**src/rtl/lstm_cell_sequencer_if.sv**
```systemverilog
// Request/result handshake bundle between the gate-memory reader, the sequencer and h/c write-back.
// `LSTM_SEQ_LAST_EN adds out_last to the result side.
interface lstm_cell_sequencer_if #(
  parameter int WL = 16
);
  logic            in_valid;
  logic            in_ready;
  logic [4*WL-1:0] gate_in;
  logic [WL-1:0]   c_in;
  logic            out_valid;
  logic            out_ready;
  logic [WL-1:0]   h_out;
  logic [WL-1:0]   c_out;
`ifdef LSTM_SEQ_LAST_EN
  logic            out_last;

  modport master (
    output in_valid, gate_in, c_in, out_ready,
    input  in_ready, out_valid, h_out, c_out, out_last
  );

  modport slave (
    input  in_valid, gate_in, c_in, out_ready,
    output in_ready, out_valid, h_out, c_out, out_last
  );
`else
  modport master (
    output in_valid, gate_in, c_in, out_ready,
    input  in_ready, out_valid, h_out, c_out
  );

  modport slave (
    input  in_valid, gate_in, c_in, out_ready,
    output in_ready, out_valid, h_out, c_out
  );
`endif
endinterface

```
**src/rtl/lstm_cell_sequencer.sv**
```systemverilog
// Schedules one LSTM hidden element through the shared sigmoid/tanh/mult/accum datapath.
// Optional `LSTM_SEQ_LAST_EN: out_last flag driven by a per-timestep element counter.
//
// state  | meaning
// IDLE   | in_ready high, waiting for an element
// FC     | cycle 0: sigmoid(f) times delayed c_pre
// IG     | cycle 1: sigmoid(i) times tanh(g)
// WAIT_C | products drain; accumulator cleared once at T_H-1
// OT     | cycle T_C: sigmoid(o) times tanh(c_new), c_out captured
// WAIT_H | waits for h_new at T_C+T_H
// OUT    | result held on out_valid until out_ready
module lstm_cell_sequencer #(
  parameter int WL      = 16,
  parameter int LAT_ACT = 2,
  parameter int LAT_MUL = 3,
  parameter int LAT_ACC = 1,
  parameter int N_CELL  = 32
) (
  input  logic                 i_clk,
  input  logic                 i_rst,
  lstm_cell_sequencer_if.slave bus,
  output logic [WL-1:0]        o_mem_net1,
  output logic [WL-1:0]        o_mem_net2,
  output logic [WL-1:0]        o_c_pre,
  output logic                 o_mux_c_gate_sel,
  output logic                 o_mux_c_tanh_sel,
  output logic                 o_accum_rst,
  input  logic [WL-1:0]        i_h_new,
  input  logic [WL-1:0]        i_c_new
);

  localparam int T_C = LAT_ACT + LAT_MUL + LAT_ACC + 1;
  localparam int T_H = LAT_ACT + LAT_MUL;
  localparam int CW  = $clog2(T_C + T_H + 1);

  // Counter holds T_C-1-k during cycle k; the clear is issued one cycle ahead of T_H-1.
  localparam logic [CW-1:0] C_FC_LOAD = CW'(T_C - 1);
  localparam logic [CW-1:0] C_CLR_AT  = CW'(T_C - T_H + 1);
  localparam logic [CW-1:0] C_OT_LOAD = CW'(T_H);

  typedef enum logic [2:0] {
    S_IDLE, S_FC, S_IG, S_WAIT_C, S_OT, S_WAIT_H, S_OUT
  } state_t;

  state_t          r_state;
  logic [CW-1:0]   r_cnt;
  logic [WL-1:0]   r_gate_i;
  logic [WL-1:0]   r_gate_g;
  logic [WL-1:0]   r_gate_o;
  logic            r_in_ready;
  logic [WL-1:0]   r_mem_net1;
  logic [WL-1:0]   r_mem_net2;
  logic [WL-1:0]   r_c_pre;
  logic            r_gate_sel;
  logic            r_tanh_sel;
  logic            r_accum_clr;
  logic            r_out_valid;
  logic [WL-1:0]   r_h_out;
  logic [WL-1:0]   r_c_out;

`ifdef LSTM_SEQ_LAST_EN
  localparam int NC_W = (N_CELL > 1) ? $clog2(N_CELL) : 1;
  logic [NC_W-1:0] r_elem_cnt;

  always_ff @(posedge i_clk or posedge i_rst) begin
    if (i_rst) begin
      r_elem_cnt <= '0;
    end else if (r_state == S_OUT && bus.out_ready) begin
      r_elem_cnt <= (r_elem_cnt == NC_W'(N_CELL - 1)) ? '0 : r_elem_cnt + 1'b1;
    end
  end

  assign bus.out_last = r_out_valid && (r_elem_cnt == NC_W'(N_CELL - 1));
`else
  logic w_unused_ncell;
  assign w_unused_ncell = (N_CELL > 0);
`endif

  always_ff @(posedge i_clk or posedge i_rst) begin
    if (i_rst) begin
      r_state     <= S_IDLE;
      r_cnt       <= '0;
      r_gate_i    <= '0;
      r_gate_g    <= '0;
      r_gate_o    <= '0;
      r_in_ready  <= 1'b0;
      r_mem_net1  <= '0;
      r_mem_net2  <= '0;
      r_c_pre     <= '0;
      r_gate_sel  <= 1'b0;
      r_tanh_sel  <= 1'b0;
      r_accum_clr <= 1'b0;
      r_out_valid <= 1'b0;
      r_h_out     <= '0;
      r_c_out     <= '0;
    end else begin
      r_accum_clr <= 1'b0;
      case (r_state)
        S_IDLE: begin
          if (!r_in_ready) begin
            r_in_ready <= 1'b1;
          end else if (bus.in_valid) begin
            r_in_ready <= 1'b0;
            r_gate_i   <= bus.gate_in[WL-1:0];
            r_gate_g   <= bus.gate_in[3*WL-1:2*WL];
            r_gate_o   <= bus.gate_in[4*WL-1:3*WL];
            r_mem_net1 <= bus.gate_in[2*WL-1:WL];
            r_mem_net2 <= '0;
            r_c_pre    <= bus.c_in;
            r_tanh_sel <= 1'b1;
            r_gate_sel <= 1'b0;
            r_cnt      <= C_FC_LOAD;
            r_state    <= S_FC;
          end
        end
        S_FC: begin
          r_mem_net1 <= r_gate_i;
          r_mem_net2 <= r_gate_g;
          r_tanh_sel <= 1'b0;
          r_cnt      <= r_cnt - 1'b1;
          r_state    <= S_IG;
        end
        S_IG: begin
          r_mem_net1 <= '0;
          r_mem_net2 <= '0;
          if (r_cnt == C_CLR_AT) r_accum_clr <= 1'b1;
          r_cnt      <= r_cnt - 1'b1;
          r_state    <= S_WAIT_C;
        end
        S_WAIT_C: begin
          if (r_cnt == C_CLR_AT) r_accum_clr <= 1'b1;
          if (r_cnt == '0) begin
            r_mem_net1 <= r_gate_o;
            r_gate_sel <= 1'b1;
            r_cnt      <= C_OT_LOAD;
            r_state    <= S_OT;
          end else begin
            r_cnt <= r_cnt - 1'b1;
          end
        end
        S_OT: begin
          r_c_out    <= i_c_new;
          r_mem_net1 <= '0;
          r_gate_sel <= 1'b0;
          r_cnt      <= r_cnt - 1'b1;
          r_state    <= S_WAIT_H;
        end
        S_WAIT_H: begin
          if (r_cnt == '0) begin
            r_h_out     <= i_h_new;
            r_out_valid <= 1'b1;
            r_state     <= S_OUT;
          end else begin
            r_cnt <= r_cnt - 1'b1;
          end
        end
        S_OUT: begin
          if (bus.out_ready) begin
            r_out_valid <= 1'b0;
            r_in_ready  <= 1'b1;
            r_state     <= S_IDLE;
          end
        end
        default: r_state <= S_IDLE;
      endcase
    end
  end

  assign bus.in_ready    = r_in_ready;
  assign bus.out_valid   = r_out_valid;
  assign bus.h_out       = r_h_out;
  assign bus.c_out       = r_c_out;
  assign o_mem_net1      = r_mem_net1;
  assign o_mem_net2      = r_mem_net2;
  assign o_c_pre         = r_c_pre;
  assign o_mux_c_gate_sel = r_gate_sel;
  assign o_mux_c_tanh_sel = r_tanh_sel;
  assign o_accum_rst     = r_accum_clr | i_rst;

endmodule

```
**src/flat_wrapper.sv**
```systemverilog
// flat-port wrapper written by rule: the top's interface ports become plain ports
module lstm_cell_sequencer_flat 
#(
  parameter int WL      = 16,
  parameter int LAT_ACT = 2,
  parameter int LAT_MUL = 3,
  parameter int LAT_ACC = 1,
  parameter int N_CELL  = 32
)
  (i_clk, i_rst, o_mem_net1, o_mem_net2, o_c_pre, o_mux_c_gate_sel, o_mux_c_tanh_sel, o_accum_rst, i_h_new, i_c_new, bus_in_valid, bus_gate_in, bus_c_in, bus_out_ready, bus_in_ready, bus_out_valid, bus_h_out, bus_c_out);
  lstm_cell_sequencer_if #(.WL(WL)) bus_i ();
  input  logic i_clk;
  input  logic i_rst;
  output logic [WL-1:0] o_mem_net1;
  output logic [WL-1:0] o_mem_net2;
  output logic [WL-1:0] o_c_pre;
  output logic o_mux_c_gate_sel;
  output logic o_mux_c_tanh_sel;
  output logic o_accum_rst;
  input  logic [WL-1:0] i_h_new;
  input  logic [WL-1:0] i_c_new;
  input wire logic [$bits(bus_i.in_valid)-1:0] bus_in_valid;
  input wire logic [$bits(bus_i.gate_in)-1:0] bus_gate_in;
  input wire logic [$bits(bus_i.c_in)-1:0] bus_c_in;
  input wire logic [$bits(bus_i.out_ready)-1:0] bus_out_ready;
  output wire logic [$bits(bus_i.in_ready)-1:0] bus_in_ready;
  output wire logic [$bits(bus_i.out_valid)-1:0] bus_out_valid;
  output wire logic [$bits(bus_i.h_out)-1:0] bus_h_out;
  output wire logic [$bits(bus_i.c_out)-1:0] bus_c_out;
  assign bus_i.in_valid = bus_in_valid;
  assign bus_i.gate_in = bus_gate_in;
  assign bus_i.c_in = bus_c_in;
  assign bus_i.out_ready = bus_out_ready;
  assign bus_in_ready = bus_i.in_ready;
  assign bus_out_valid = bus_i.out_valid;
  assign bus_h_out = bus_i.h_out;
  assign bus_c_out = bus_i.c_out;
  lstm_cell_sequencer #(.WL(WL), .LAT_ACT(LAT_ACT), .LAT_MUL(LAT_MUL), .LAT_ACC(LAT_ACC), .N_CELL(N_CELL)) u_core (.i_clk(i_clk), .i_rst(i_rst), .bus(bus_i), .o_mem_net1(o_mem_net1), .o_mem_net2(o_mem_net2), .o_c_pre(o_c_pre), .o_mux_c_gate_sel(o_mux_c_gate_sel), .o_mux_c_tanh_sel(o_mux_c_tanh_sel), .o_accum_rst(o_accum_rst), .i_h_new(i_h_new), .i_c_new(i_c_new));
endmodule
```
**config.mk**
```make
export PLATFORM = sky130hd
export DESIGN_NAME = lstm_cell_sequencer_flat
export DESIGN_NICKNAME = d
export VERILOG_FILES = /design/src/rtl/lstm_cell_sequencer_if.sv /design/src/rtl/lstm_cell_sequencer.sv /design/src/flat_wrapper.sv
export SDC_FILE = /design/constraint.sdc
export NUM_CORES = 1
export LEC_CHECK = 0
export ABC_AREA = 0
export CAP_MARGIN = 20
export CORE_MARGIN = 4
export CORE_UTILIZATION = 46
export DETAILED_ROUTE_END_ITERATION = 16
export PLACE_DENSITY = 0.85
export SYNTH_ARGS = -nofsm -noshare
export SYNTH_HDL_FRONTEND = slang
export SYNTH_SLANG_ARGS = --single-unit
```
**constraint.sdc**
```tcl
create_clock -name i_clk -period 5.8 [get_ports i_clk]
set_input_delay 1.16 -clock i_clk [delete_from_list [all_inputs] [get_ports i_clk]]
set_output_delay 1.16 -clock i_clk [all_outputs]
set_load 0.005 [all_outputs]
```
# == Word-level counts from Yosys, hierarchy flattened ==
# Index checks and enable logic that the tools add are counted.
# classes
add_sub_neg,1
n_eq_ne,13
n_mux,33
bitwise_logic,1
n_reduce_logical,22
# op_table
operator,count
$mux 16,5
$pmux 16 s4,1
$pmux 16 s3,1
$pmux 3 s7,1
$mux 4,4
$pmux 4 s4,1
$mux 3,5
$reduce_and 3->1,4
$reduce_and 4->1,3
$mux 1,11
$eq 3x3->1 const B,3
$reduce_bool 4->1,2
$eq 3x2->1 const B,2
$ne 2x1->1 const B,3
$ne 2x2->1 const B,3
$pmux 1 s2,3
$reduce_bool 2->1,3
$reduce_bool 3->1,2
$reduce_and 5->1,1
$eq 4x2->1 const B,1
$logic_not 4->1,1
$reduce_and 2->1,2
$reduce_or 2->1,2
$sub 4x1->4 const B,1
other kinds (5),5
# totals
register_bits,140
in_bits,116
out_inout_bits,85
wordCells,85

# == Logic depth before layout (Yosys ltp) ==
# Gate-level depths: netlist of run 1.
# depth
ltp_word,4
ltp_mapped,8

# == Least setup slack after synthesis of run 1 ==
# OpenSTA, ideal clock, no wires.
# synth_path
kind,in2reg
from,input port bus_in_valid
to,"register u_core.r_mem_net1[0], in the netlist u_core.o_mem_net1[0]"
setup_ns,0.125
t_arrival_ns,2.481
path_slack_ns,3.193
path_stages,6
path_buffers,2
path_cell_list,a2111o_1 -> a21boi_1 -> and3_1 -> buf_6 -> buf_6 -> mux2_4
# synth_via
elab_chain_len,2
# synth_lines
item,line,rtl
from (decl),flat_wrapper.sv:22,input wire logic [$bits(bus_i.in_valid)-1:0] bus_in_valid;
$ne 2x2->1 (no line),--,
$reduce_and 4->1 (no line),--,
to (signal assigned),lstm_cell_sequencer.sv:107,r_mem_net1 <= bus.gate_in[2*WL-1:WL];
to (signal assigned),lstm_cell_sequencer.sv:117,r_mem_net1 <= r_gate_i;
to (signal assigned),lstm_cell_sequencer.sv:133,r_mem_net1 <= r_gate_o;
to (decl),lstm_cell_sequencer.sv:51,logic [WL-1:0] r_mem_net1;
# No other way between the ends.
# A chain may end at the register's enable or synchronous reset.

# == Worst setup path after layout of run 1 ==
# layout_path
from,register u_core.r_state[2]
to,"register u_core.r_c_pre[10], in the netlist u_core.o_c_pre[10]"
# layout_via
elab_chain_len,2
# layout_lines
item,line,rtl
from (decl),lstm_cell_sequencer.sv:45,state_t r_state;
from (signal assigned),lstm_cell_sequencer.sv:81,r_state <= S_IDLE;
from (signal assigned),lstm_cell_sequencer.sv:113,r_state <= S_FC;
from (signal assigned),lstm_cell_sequencer.sv:121,r_state <= S_IG;
$logic_not 3->1,lstm_cell_sequencer.sv:98,case (r_state)
$reduce_and 3->1 (no line),--,
to (signal assigned),lstm_cell_sequencer.sv:109,r_c_pre <= bus.c_in;
to (decl),lstm_cell_sequencer.sv:53,logic [WL-1:0] r_c_pre;
# No other way between the ends.

==> impl_metrics.py, run 1 <==
metrics = {
    "grt": {
        "grt_pass1_vias": 4933,
        "grt_remaining_overflow": 0,
        "grt_max_degree": 102,
        "global_route.usage.total_pct": 20.8,
        "grt_first_pass_wirelength_um": 24100,
        "antenna_found_initial": 0,
    },
    "logic_synthesis": {
        "post_synth_instance_area_um2": 6150,
        "synth.top_cells.by_count": "dfrtp_1 (140), mux2_2 (102), a22o_1 (32)",
        "post_synth_inst_count": 464,
        "syn_avg_cell_area_um2": 13.3,
        "synth_adder_area_share_pct": 0.570,
        "synth.top_cells.by_area": "dfrtp_1 (57%), mux2_2 (19%), a22o_1 (4.6%), a221o_1 (2.8%), mux2_4 (2.4%)",
        "post_synth_and_or_nand_nor_area_fraction_pct": 6.00,
        "ys_dominant_reg_cell": "dfrtp_1",
        "largest_family_of_logic_cells_by_synthesized_area": "multiplexers",
        "post-synth-top-area-cell": "dfrtp_1",
        "synth-xor-area-share_pct": 0,
        "synthesis.yosys.warnings": 0,
        "synth.mux.area_fraction_pct": 21.1,
        "synth_seq_area_share_pct": 57.0,
        "syn_nets": 582,
        "post-synth-top-area-fraction_pct": 57.0,
        "synth_enable_flop_cells": 0,
        "ffs_w_async_s_r_synth_pct": 100,
        "postSynthRegisterBits": 140,
        "synth_compound_area_share_pct": 11.6,
        "synth_most_common_cell": "dfrtp_1",
        "synthDistinctLibCells": 39,
    },
    "floorplan": {
        "die_h_um": 124,
        "die_width_um": 124,
        "placeableCoreArea_um2": 12900,
        "starting_density_of_the_core_pct": 47.8,
        "fp.dieArea_um2": 15300,
        "ios": 201,
        "fp-row-count": 41,
    },
    "routing": {
        "met3_wirelength_um": 1410,
        "wl_met2_um": 7870,
        "number_of_nets_with_antenna_violations_after_detailed_routing": 0,
        "drc": 0,
        "avgViaCountPerCell": 5.43,
        "firstDrtPassIters": 4,
        "detailed_routing_wirelength_on_met1_um": 5890,
        "routed-via-count": 4538,
        "wl_um": 15400,
        "avgRoutedWirePerCell_um": 18.5,
        "top_signal_layer_used": "met4",
        "detailedRoute.firstIterationViolations": 233,
    },
    "setup_path": {
        "r2r_end": "u_core.o_c_pre[10]",
        "worst_ep_arrival_time_ns": 4.19,
        "worstPathRequired_ns": 6.09,
        "crit-reg2reg-launch": "u_core.r_state[2]",
        "critical_path.max_fanout": 57,
        "critPathCaptureType": "flip-flop",
        "crit_path_launch_type": "flip-flop",
        "ff2ff_setup_slack_ns": 1.90,
        "worstSetupStartpoint": "u_core.r_state[2]",
        "worstSetupEndpoint": "u_core.o_c_pre[10]",
        "worstRegToRegCells": 5,
        "critical_path_class": "reg2reg",
    },
    "timing": {
        "clock_skew_ns": 0.00561,
        "finalCriticalPeriod_ns": 3.90,
        "setup_tns_ns": 0,
        "relSlewSlack_pct": 37.8,
        "max_freq_mhz": 256,
        "timing.final.hold_violations": 0,
        "setup_viol_count_final": 0,
        "timing_max_transition_violations_final": 0,
        "unrepaired_setup_endpoints_after_global_routing": "no",
        "tightest_slew_ns": 0.932,
        "min_period_over_period_pct": 67.3,
    },
    "final_layout": {
        "final_net_count": 769,
        "post-route-util_pct": 68.2,
        "syn_to_final_growth_pct": 42.8,
        "final_layout_size_suffix_gt1_share_pct": 23.5,
        "antenna-diode-count": 0,
    },
    "clocking": {
        "clock_tree.root_cell": "clkbuf_16",
        "post-cts-setup-buffer-count": 0,
        "cts_tree": "done",
        "total_number_of_clock_tree_sinks": 140,
        "htree_levels": 4,
        "cts-buffers-inserted": 17,
        "cts.clk_slew.worst_paths_ns": 0.06,
        "cts-root-to-sink-buffers": 2,
        "hold_fix_buffers_at_cts": 0,
        "clock_insertion_delay_worst_skew_ns": 0.41,
        "cts_repair_resize_count": 0,
    },
    "pwr": {
        "fraction_of_power_consumed_by_combinational_cells_pct": 41.1,
        "clockPowerShare_pct": 22.3,
        "switching_power_mw": 1.41,
        "pwr_density_cell_nw_per_um2": 529,
        "finalPower_mw": 4.65,
        "cell_internal_pwr_mw": 3.24,
        "seq_power_share_pct": 36.5,
        "leakage_nw": 3.71,
        "vdd.ir_drop.worst_mv": 0.245,
        "swShare_pct": 30.3,
    },
    "placed_design": {
        "placement.io_buffers": 200,
        "dp_hpwl_um": 10800,
        "gpl.final_weighted_congestion": 0.804,
    },
    "outcome": {
        "status": "completed",
    },
    "hold_path": {
        "timing.hold.worst.class": "reg2reg",
    },
    "run": {
        "max_cap_violations": 0,
    },
}
area by class of cell:
| cell class | count | area (um^2) |
|---|---|---|
| clock buffer | 26 | 519 |
| multi-input combinational | 283 | 2420 |
| fill | 910 | 4100 |
| sequential | 140 | 3500 |
| timing repair buffer | 205 | 2040 |
| tap | 172 | 215 |
| inverter | 4 | 20.0 |
| clock inverter | 6 | 57.6 |
cell families after synthesis:
kind of cell / Yosys count
AO/OA/AOI/OAI: 93
adder cells (fa/ha/maj): 3
AND/OR/NAND/NOR: 75
flip-flops: 140
multiplexers: 112
buffers and inverters: 41
cells in the final DEF (no fill, tap or decap), types with 2 or more instances in the layout:
master	netlist	layout
a22o_1	32	32
nor3_1	4	4
nor2_1	10	9
nand3_1	20	20
a32o_1	3	3
clkinv_2	0	4
buf_4	1	5
inv_1	4	3
nand2_1	25	25
clkbuf_8	0	6
clkbuf_1	12	3
or2_2	2	2
clkdlybuf4s50_1	0	200
nor4_1	2	2
a221o_1	17	17
ha_1	2	2
mux2_4	10	10
clkbuf_16	0	17
nor2b_1	4	3
mux2_2	102	102
a21oi_1	9	9
o21ai_0	23	23
dfrtp_1	140	139
per-stage QoR:
step           cells  hold WS [ns]  cell area, um^2  worst slack, ns
2_1_floorplan    464         0.462             6150            0.887
3_3_place_gp     804         0.472             8200             2.10
3_5_place_dp     804         0.479             8200             1.94
4_1_cts          836         0.496             8780             1.91
5_1_grt          836         0.518             8780             1.66
6_report         836         0.494             8780             1.90
flip-flops by register name, summed over array words and instances, names as in the netlist, 4 cells and up:
signal and count:
u_core.r_gate_i 16, u_core.o_c_pre 16, u_core.bus.c_out 16, u_core.o_mem_net1 16, u_core.bus.h_out 16, u_core.r_gate_o 16, u_core.r_gate_g 16, u_core.o_mem_net2 16
u_core.r_cnt 4
power by group through the flow:
stage / Clock [mW] / Combinational (mW) / Sequential [mW]
after floorplan: 0 / 1.22 / 1.63
after global placement: 0 / 1.85 / 1.68
after detailed placement: 0 / 1.92 / 1.71
after CTS: 1.06 / 1.93 / 1.70
after global routing: 1.10 / 2.08 / 1.75
final: 1.04 / 1.91 / 1.70
metal layers:
| layer | global-route usage (%) | vias to the layer above |
|---|---|---|
| met3 | 8.36 | 21 |
| met1 | 23.6 | 2253 |
| met4 | 8.65 | 0 |
| met5 | 0 | - |
| li1 | - | 2088 |
| met2 | 34.8 | 176 |
worst min-delay path by stage:
stage,from,to,slack [ns],depth (start not counted)
after floorplan,u_core.r_gate_g[10],u_core.o_mem_net2[10],0.46,1
after global placement,u_core.r_gate_g[4],u_core.o_mem_net2[4],0.47,1
after detailed placement,u_core.r_gate_g[9],u_core.o_mem_net2[9],0.48,1
after CTS,u_core.r_gate_g[9],u_core.o_mem_net2[9],0.50,1
after global routing,u_core.r_gate_g[11],u_core.o_mem_net2[11],0.52,1
final,u_core.r_gate_g[9],u_core.o_mem_net2[9],0.49,1
critical path, cell delays in order (launching register included):
cell and delay [ns]:
dfrtp_2 0.74, or2_2 0.58, nor2_2 0.71, and3_2 0.79, buf_4 0.53, mux2_2 0.41
Power figures use the tool's default switching activity.
==> run 2: changes to the inputs <==
--- a/config.mk
+++ b/config.mk
@@ -8,9 +8,9 @@
 export ABC_AREA = 0
 export CAP_MARGIN = 20
 export CORE_MARGIN = 4
-export CORE_UTILIZATION = 46
+export CORE_UTILIZATION = 42
 export DETAILED_ROUTE_END_ITERATION = 16
-export PLACE_DENSITY = 0.85
+export PLACE_DENSITY = 0.82
 export SYNTH_ARGS = -nofsm -noshare
 export SYNTH_HDL_FRONTEND = slang
 export SYNTH_SLANG_ARGS = --single-unit
==> constraint.sdc (replaced) <==
create_clock -name i_clk -period 3.2 [get_ports i_clk]
set_input_delay 0.64 -clock i_clk [delete_from_list [all_inputs] [get_ports i_clk]]
set_output_delay 0.64 -clock i_clk [all_outputs]
set_load 0.005 [all_outputs]
==> impl_metrics.py, run 2 (synthesis gave the netlist of run 1 again) <==
metrics = {
    "grt": {
        "global_route.usage.total_pct": 19.2,
        "antenna_found_initial": 0,
        "grt_remaining_overflow": 0,
        "grt_pass1_vias": 5003,
        "grt_first_pass_wirelength_um": 25100,
        "grt_max_degree": 76,
    },
    "clocking": {
        "cts_tree": "done",
        "clock_tree.root_cell": "clkbuf_16",
        "total_number_of_clock_tree_sinks": 140,
        "cts_repair_resize_count": 0,
        "cts-root-to-sink-buffers": 2,
        "htree_levels": 4,
        "clock_insertion_delay_worst_skew_ns": 0.41,
        "cts.clk_slew.worst_paths_ns": 0.06,
        "post-cts-setup-buffer-count": 0,
        "cts-buffers-inserted": 17,
        "hold_fix_buffers_at_cts": 0,
    },
    "final_layout": {
        "final_net_count": 774,
        "mostFrequentLayoutCell": "clkdlybuf4s50_1",
        "final_layout_size_suffix_gt1_share_pct": 23.9,
        "post-route-util_pct": 62.6,
        "final_cell_mix": "clkdlybuf4s50_1 (200), dfrtp_1 (139), mux2_2 (102), a22o_1 (32), nand2_1 (25)",
        "syn_to_final_growth_pct": 43.6,
        "antenna-diode-count": 0,
        "final_cell_count_no_fill": 849,
    },
    "placed_design": {
        "dpl_worst_slack_ns": 0.176,
        "placed_cells": 817,
        "gpl.final_weighted_congestion": 0.763,
        "dp_hpwl_um": 11000,
        "placement.io_buffers": 200,
    },
    "timing": {
        "unrepaired_setup_endpoints_after_global_routing": "no",
        "setup_viol_count_final": 0,
        "timing_max_transition_violations_final": 0,
        "setup_tns_ns": 0,
        "finalCriticalPeriod_ns": 2.72,
        "worst_hold_slack_ns": 0.490,
        "max_freq_mhz": 368,
        "min_period_over_period_pct": 84.9,
        "clock_skew_ns": 0.00664,
        "post-route-worst-setup-slack_ns": 0.484,
        "timing.final.hold_violations": 0,
        "relSlewSlack_pct": 38.5,
        "tightest_slew_ns": 0.923,
    },
    "floorplan": {
        "fp.dieArea_um2": 16600,
        "ios": 201,
        "placeableCoreArea_um2": 14100,
        "fp-row-count": 43,
        "die_width_um": 129,
        "starting_density_of_the_core_pct": 43.6,
        "die_h_um": 129,
    },
    "setup_path": {
        "critical_path.max_fanout": 16,
        "worstRegToRegCells": 6,
        "critical_path_class": "reg2reg",
        "worstPathRequired_ns": 3.49,
        "r2r_end": "u_core.o_mem_net1[15]",
        "ff2ff_setup_slack_ns": 0.48,
        "critPathCaptureType": "flip-flop",
        "worst_ep_arrival_time_ns": 3.01,
        "crit-reg2reg-launch": "u_core.r_cnt[0]",
        "crit_path_launch_type": "flip-flop",
    },
    "pwr": {
        "seq_power_share_pct": 36.8,
        "vdd.ir_drop.worst_mv": 0.545,
        "clockPowerShare_pct": 21.5,
        "swShare_pct": 30.6,
        "leakage_nw": 3.73,
        "pwr_density_cell_nw_per_um2": 949,
        "switching_power_mw": 2.57,
        "fraction_of_power_consumed_by_combinational_cells_pct": 41.7,
        "cell_internal_pwr_mw": 5.81,
    },
    "routing": {
        "top_signal_layer_used": "met4",
        "number_of_nets_with_antenna_violations_after_detailed_routing": 0,
        "routed-via-count": 4539,
        "detailedRoute.firstIterationViolations": 253,
        "firstDrtPassIters": 6,
        "drc": 0,
        "met3_wirelength_um": 1270,
        "avgRoutedWirePerCell_um": 18.3,
        "detailed_routing_wirelength_on_met1_um": 6000,
        "wl_um": 15600,
        "avgViaCountPerCell": 5.35,
        "wl_met2_um": 8040,
    },
    "hold_path": {
        "min_from": "u_core.r_gate_g[4]",
        "timing.hold.worst.class": "reg2reg",
        "min_path_cells": 1,
        "min_to": "u_core.o_mem_net2[4]",
    },
    "run": {
        "max_cap_violations": 0,
    },
    "outcome": {
        "status": "completed",
    },
}
run 2: worst max path at each step:
stage,end,slack [ns],from
3_3_place_gp,u_core.o_mem_net1[13],0.27,bus_in_valid
3_5_place_dp,u_core.o_mem_net1[13],0.18,bus_in_valid
4_1_cts,u_core.o_mem_net1[15],0.46,u_core.r_cnt[0]
2_1_floorplan,u_core.bus.c_out[0],0.81,i_rst
6_report,u_core.o_mem_net1[15],0.48,u_core.r_cnt[0]
5_1_grt,u_core.o_mem_net1[15],0.35,u_core.r_cnt[0]
run 2: power by group through the flow:
stage / Sequential, mW / Clock (mW) / Combinational, mW
detailed placement: 3.10 / 0 / 3.52
CTS: 3.09 / 1.84 / 3.54
floorplan: 2.95 / 0 / 2.22
finish: 3.08 / 1.81 / 3.49
global placement: 3.05 / 0 / 3.40
global route: 3.20 / 1.94 / 3.81
run 2: worst max-delay path, stage by stage, from the launching register on:
cell     delay, ns
dfrtp_1       0.45
inv_1         0.11
ha_1          0.24
or3b_2        0.49
nand3_1       0.11
and3_1        0.78
mux2_2        0.41
run 2: metal layers:
layer  vias up  global-route usage (%)
met4         0                    6.05
li1       2100                       -
met1      2251                    22.3
met5         -                       0
met3        28                    7.31
met2       160                    32.7
run 2: metrics by stage:
step / total power, mW / instance area [um^2]
final: 8.38 / 8830
after detailed placement: 6.62 / 8280
after global routing: 8.94 / 8830
after global placement: 6.44 / 8280
after CTS: 8.47 / 8830
after floorplan: 5.17 / 6150
run 2: layout make-up:
| type | instances | area [um^2] |
|---|---|---|
| clock inverter | 5 | 31.3 |
| fill | 1075 | 5270 |
| sequential | 140 | 3500 |
| tap | 180 | 225 |
| clock buffer | 27 | 523 |
| inverter | 4 | 18.8 |
| timing repair buffer | 210 | 2100 |
| multi-input combinational | 283 | 2420 |
==> run 3: changes to the inputs <==
==> constraint.sdc (replaced) <==
create_clock -name i_clk -period 2.17 [get_ports i_clk]
set_input_delay 0.434 -clock i_clk [delete_from_list [all_inputs] [get_ports i_clk]]
set_output_delay 0.434 -clock i_clk [all_outputs]
set_load 0.005 [all_outputs]
==> impl_metrics.py, run 3 (synthesis gave the netlist of run 1 again) <==
metrics = {
    "final_layout": {
        "mostFrequentLayoutCell": "clkdlybuf4s50_1",
        "final_net_count": 793,
        "area.sequential_um2": 3500,
        "syn_to_final_growth_pct": 47.3,
        "final.fill_count": 1083,
        "final_layout_size_suffix_gt1_share_pct": 26.6,
        "antenna-diode-count": 0,
        "multi_input_comb_area_um2": 2430,
        "final_cell_mix": "clkdlybuf4s50_1 (200), dfrtp_1 (139), mux2_2 (102), a22o_1 (32), nand2_1 (25)",
    },
    "timing": {
        "finalCriticalPeriod_ns": 2.08,
        "timing.final.hold_violations": 0,
        "timing_max_transition_violations_final": 0,
        "min_period_over_period_pct": 95.9,
        "max_freq_mhz": 480,
        "unrepaired_setup_endpoints_after_global_routing": "no",
        "tightest_slew_ns": 0.580,
        "worst_hold_slack_ns": 0.493,
        "setup_viol_count_final": 0,
        "post-route-worst-setup-slack_ns": 0.0884,
        "relSlewSlack_pct": 61.4,
        "clock_skew_ns": 0.00595,
    },
    "floorplan": {
        "die_width_um": 129,
        "placeableCoreArea_um2": 14100,
        "die_h_um": 129,
        "ios": 201,
        "fp-row-count": 43,
        "fp.dieArea_um2": 16600,
        "starting_density_of_the_core_pct": 43.6,
    },
    "setup_path": {
        "timing.critical_path.slowest_stage_cell": "or3b_2",
        "kind_of_cell_with_the_highest_combined_delay_on_the_critical_path": "simple AND/OR/NAND/NOR gates",
        "cp_depth": 7,
        "worst_ep_arrival_time_ns": 2.38,
        "path_buf_inv": 2,
        "critPathCaptureType": "flip-flop",
        "critical_path.max_fanout": 8,
        "critical_path_class": "reg2reg",
        "cp_slowest_stage_delay_ns": 0.50,
        "worstSetupStartpoint": "u_core.r_cnt[1]",
        "worstPathCellList": "inv_1 > ha_1 > or3b_2 > nand3_1 > and3_2 > buf_12 > mux2_2",
        "r2r_end": "u_core.o_mem_net1[12]",
        "crit-reg2reg-launch": "u_core.r_cnt[1]",
        "worstRegToRegCells": 7,
        "ff2ff_setup_slack_ns": 0.09,
        "worstPathRequired_ns": 2.47,
        "crit_path_launch_type": "flip-flop",
        "worstSetupEndpoint": "u_core.o_mem_net1[12]",
    },
    "hold_path": {
        "timing.hold.worst.class": "reg2reg",
        "min_from": "u_core.r_gate_g[11]",
    },
    "routing": {
        "avgRoutedWirePerCell_um": 18.4,
        "wl_um": 16000,
        "firstDrtPassIters": 5,
        "routed-via-count": 4611,
        "avgViaCountPerCell": 5.31,
        "number_of_nets_with_antenna_violations_after_detailed_routing": 0,
        "detailedRoute.firstIterationViolations": 250,
        "drc": 0,
    },
    "placed_design": {
        "placement.io_buffers": 200,
        "dp_hpwl_um": 11400,
        "gpl.final_weighted_congestion": 0.872,
        "dpl_worst_slack_ns": -0.133,
    },
    "clocking": {
        "cts.clk_slew.worst_paths_ns": 0.06,
        "cts-buffers-inserted": 17,
        "clock_insertion_delay_worst_skew_ns": 0.42,
        "htree_levels": 4,
        "hold_fix_buffers_at_cts": 0,
        "post-cts-setup-buffer-count": 0,
        "cts_tree": "done",
        "cts-root-to-sink-buffers": 2,
        "clock_tree.root_cell": "clkbuf_16",
        "total_number_of_clock_tree_sinks": 140,
    },
    "grt": {
        "antenna_found_initial": 0,
        "grt_first_pass_wirelength_um": 25200,
        "grt_max_degree": 42,
        "grt_pass1_vias": 5102,
        "grt_remaining_overflow": 0,
        "global_route.usage.total_pct": 19.4,
    },
    "outcome": {
        "status": "completed",
    },
    "pwr": {
        "vdd.ir_drop.worst_mv": 0.815,
        "leakage_nw": 3.84,
        "pwr_density_cell_nw_per_um2": 1420,
    },
    "run": {
        "max_cap_violations": 0,
    },
}
run 3: changes by cell type in the layout (fill, tap and decap cells not counted), sizes merged:
cell      previous run  this run
buf                 10        28
bufinv               0         1
clkbuf              27        21
clkinv               4         5
clkinvlp             2         5
inv                  3         5
run 3: what timing repair did:
| action | 4_1_cts | 5_1_grt |
|---|---|---|
| endpoints found under the setup margin | 0 | 6 |
| gates resized for setup | 0 | 1 |
| hold endpoints to repair | 0 | 0 |
run 3: worst register-to-register path: cells and delay by family, from the launching register on:
kind	cells	cell delay, ns
AND/OR/NAND/NOR	3	0.83
flip-flops	1	0.42
buffers and inverters	2	0.23
multiplexers	1	0.34
adder cells (fa/ha/maj)	1	0.16
run 3: through the flow:
| stage | utilization [%] | area (um^2) | TNS (ns) | total power [mW] | std cells |
|---|---|---|---|---|---|
| final | 64.3 | 9060 | 0 | 12.8 | 868 |
| after global routing | 64.3 | 9060 | 0 | 13.6 | 868 |
| after CTS | 64.1 | 9030 | 0 | 12.8 | 867 |
| after detailed placement | 60.0 | 8460 | -1.90 | 10.0 | 835 |
| after global placement | 60.0 | 8460 | -0.887 | 9.72 | 835 |
| after floorplan | - | 6150 | -1.83 | 7.63 | 464 |
run 3: power by group:
group	leakage [nW]	internal [mW]	switching (mW)
Clock	0.269	1.64	1.11
Sequential	1.70	3.76	0.665
Combinational	1.86	3.45	2.19
run 3: final cells by class:
class	instances	share of cell area, %
Clock buffer	20	5.04
Clock inverter	12	1.26
Inverter	4	0.207
Multi-Input combinational cell	283	26.8
Sequential cell	140	38.7
Tap cell	180	2.49
Timing Repair Buffer	229	25.5
run 3: per-layer routing:
metal  track usage, %  part of all wire (%)  vias up
met2             33.0                    51      157
met1             22.0                    39     2303
met3             7.76                   7.8       26
met4             7.47                   2.0        0
met5                0                     0        -
li1                 -                     -     2125
run 3: worst min path at each step:
stage	to	slack (ns)	cells past startpoint
2_1_floorplan	u_core.o_mem_net2[10]	0.46	1
3_3_place_gp	u_core.o_mem_net2[10]	0.47	1
3_5_place_dp	u_core.o_mux_c_tanh_sel	0.49	2
4_1_cts	u_core.o_mem_net2[11]	0.49	1
5_1_grt	u_core.o_mem_net2[7]	0.52	1
6_report	u_core.o_mem_net2[11]	0.49	1
==> RTL edit, RTL diff (flow settings as in run 3) <==
`WL` is set to 16 in 3 places; all go to 18.
--- a/src/rtl/lstm_cell_sequencer_if.sv
+++ b/src/rtl/lstm_cell_sequencer_if.sv
@@ -3,3 +3,3 @@
 interface lstm_cell_sequencer_if #(
-  parameter int WL = 16
+  parameter int WL = 18
 );
--- a/src/rtl/lstm_cell_sequencer.sv
+++ b/src/rtl/lstm_cell_sequencer.sv
@@ -12,3 +12,3 @@
 module lstm_cell_sequencer #(
-  parameter int WL      = 16,
+  parameter int WL      = 18,
   parameter int LAT_ACT = 2,
--- a/src/flat_wrapper.sv
+++ b/src/flat_wrapper.sv
@@ -3,3 +3,3 @@
 #(
-  parameter int WL      = 16,
+  parameter int WL      = 18,
   parameter int LAT_ACT = 2,
Interface: changed (9 resized); port bits go from 201 to 225. No check against the original RTL was run, so the function may have changed too.
==> RTL edit against run 3 <==
Total power increased by 8.7%; sequential share of layout area increased by 0.55 points; cell area increased by 9.9%; sequential cell count increased by 16; worst setup slack got worse by 0.011 ns; area after synthesis increased by 11%; synthesized cell count increased by 9.3%; routed wire length increased by 14%; register-to-register slack improved by 0.09 ns; critical endpoint is now o_accum_rst; maximum frequency decreased by 0.52%; critical path type is now in2out.
==> RTL edit: results (changes against run 3) <==
Status - completed
Seq area share - 0.392 (+0.00550)
Worst-path maximum fanout - 2 (-6)
Hpwl dp - 13300 um (+17%)
Power per Cell Area - 1400 mW/mm2 (-1.0%)
Sequential power share - 0.363 (+0.018)
Met2 global-route usage - 0.349 (+0.0188)
Fraction of layout cells with a size suffix above 1 - 0.257 (-0.00900)
Worst Clk Skew - 0.0102 ns (+0.00424 ns)
TritonRoute pass-1 iters - 4 (-1)
Pin count of the biggest net entering global routing - 63 (+50%)
Number of fill cells - 1260 (+16%)
Clk cell area share - 0.0582 (-0.00478)
Hold Path Sink - u_core.o_mem_net2[10]
GP Congestion - 0.854 (-2.0%)
Leak pwr - 4.19 nW (+9.3%)
Vias - 5137 (+11%)
Buffering overhead - 0.249 (-0.00632)
Multi-In Gates - 311 (+9.9%)
Worst path arrival time - 1.66 ns (-0.72 ns)
Slew headroom - 0.685 (+0.0716)
Top cells by area, synth - dfrtp_1 57%, mux2_2 18%, a22o_1 2.3%
Seq cells post-synth - 156 (+11%)
Detailed router's first-iteration violation count - 283 (+13%)
Multi-input logic portion of the cell area - 0.271 (+0.00311)
Logic inverters - 5 (+1)
Inst Count DP - 935 (+12%)
Synth top cells by count - 156 x dfrtp_1, 111 x mux2_2, 29 x nand2_1
Port bufs - 224 (+12%)
Vias in the first global route - 5738 (+12%)
Reg-to-reg startpoint - u_core.r_cnt[0]
Cells after synthesis - 507 (+9.3%)
Met1 Use GR - 0.234 (+0.0146)
Initial antenna violation count - 1 (+1)
WL met2 - 9510 um (+16%)
Number of distinct library cells after synthesis - 48 (+23%)
First-pass GRT wire length - 29300 um (+16%)
Max VDD drop - 0.000926 V (+14%)
Worst reg2reg setup slack - 0.18 ns (+0.09 ns)
Internal power - 0.00955 W (+7.8%)
Gr usage total - 0.204 (+0.00945)
Non-Clock Buffer Count - 247 (+7.9%)
Via density - 5.31 (about the same)
M1 wire length - 6850 um (+9.9%)
Top layer in use - met5
WL met3 - 1530 um (+22%)
FF-to-FF End - u_core.o_mem_net1[17]
Clock Buffer Count - 21 (+5.0%)
Syn nets - 639 (+9.8%)
GR Util met3 - 0.0806 (+0.00298)
Detailed-route wire length - 18200 um (+14%)
CP Launch Point - i_rst
RTL edit: worst max-delay path, cell delays in order:
cell and delay [ns]:
clkdlybuf4s50_1 0.46, or2_2 0.32, clkdlybuf4s50_1 0.45
RTL edit: cell families (layout without fill, tap and decap cells):
group | Yosys count | after routing | synth area share
buf+inv | 40 | 284 | 0.0320
fa+ha+maj | 2 | 2 | 0.00367
flops | 156 | 156 | 0.573
mux | 126 | 126 | 0.214
compound gates | 105 | 105 | 0.113
xor+xnor | 1 | 1 | 0.00129
simple gates | 77 | 77 | 0.0632
RTL edit: stage by stage:
| step | worst slack, ns | TNS (ns) | cell area (um2) | hold WS [ns] |
|---|---|---|---|---|
| floorplan | -0.237 | -36.96 | 6810 | 0.459 |
| finish | 0.0776 | 0 | 9950 | 0.498 |
| detailed placement | 0.0335 | 0 | 9370 | 0.487 |
| global placement | 0.0837 | 0 | 9370 | 0.469 |
| global route | 0.0451 | 0 | 9950 | 0.508 |
| CTS | 0.0206 | 0 | 9940 | 0.500 |
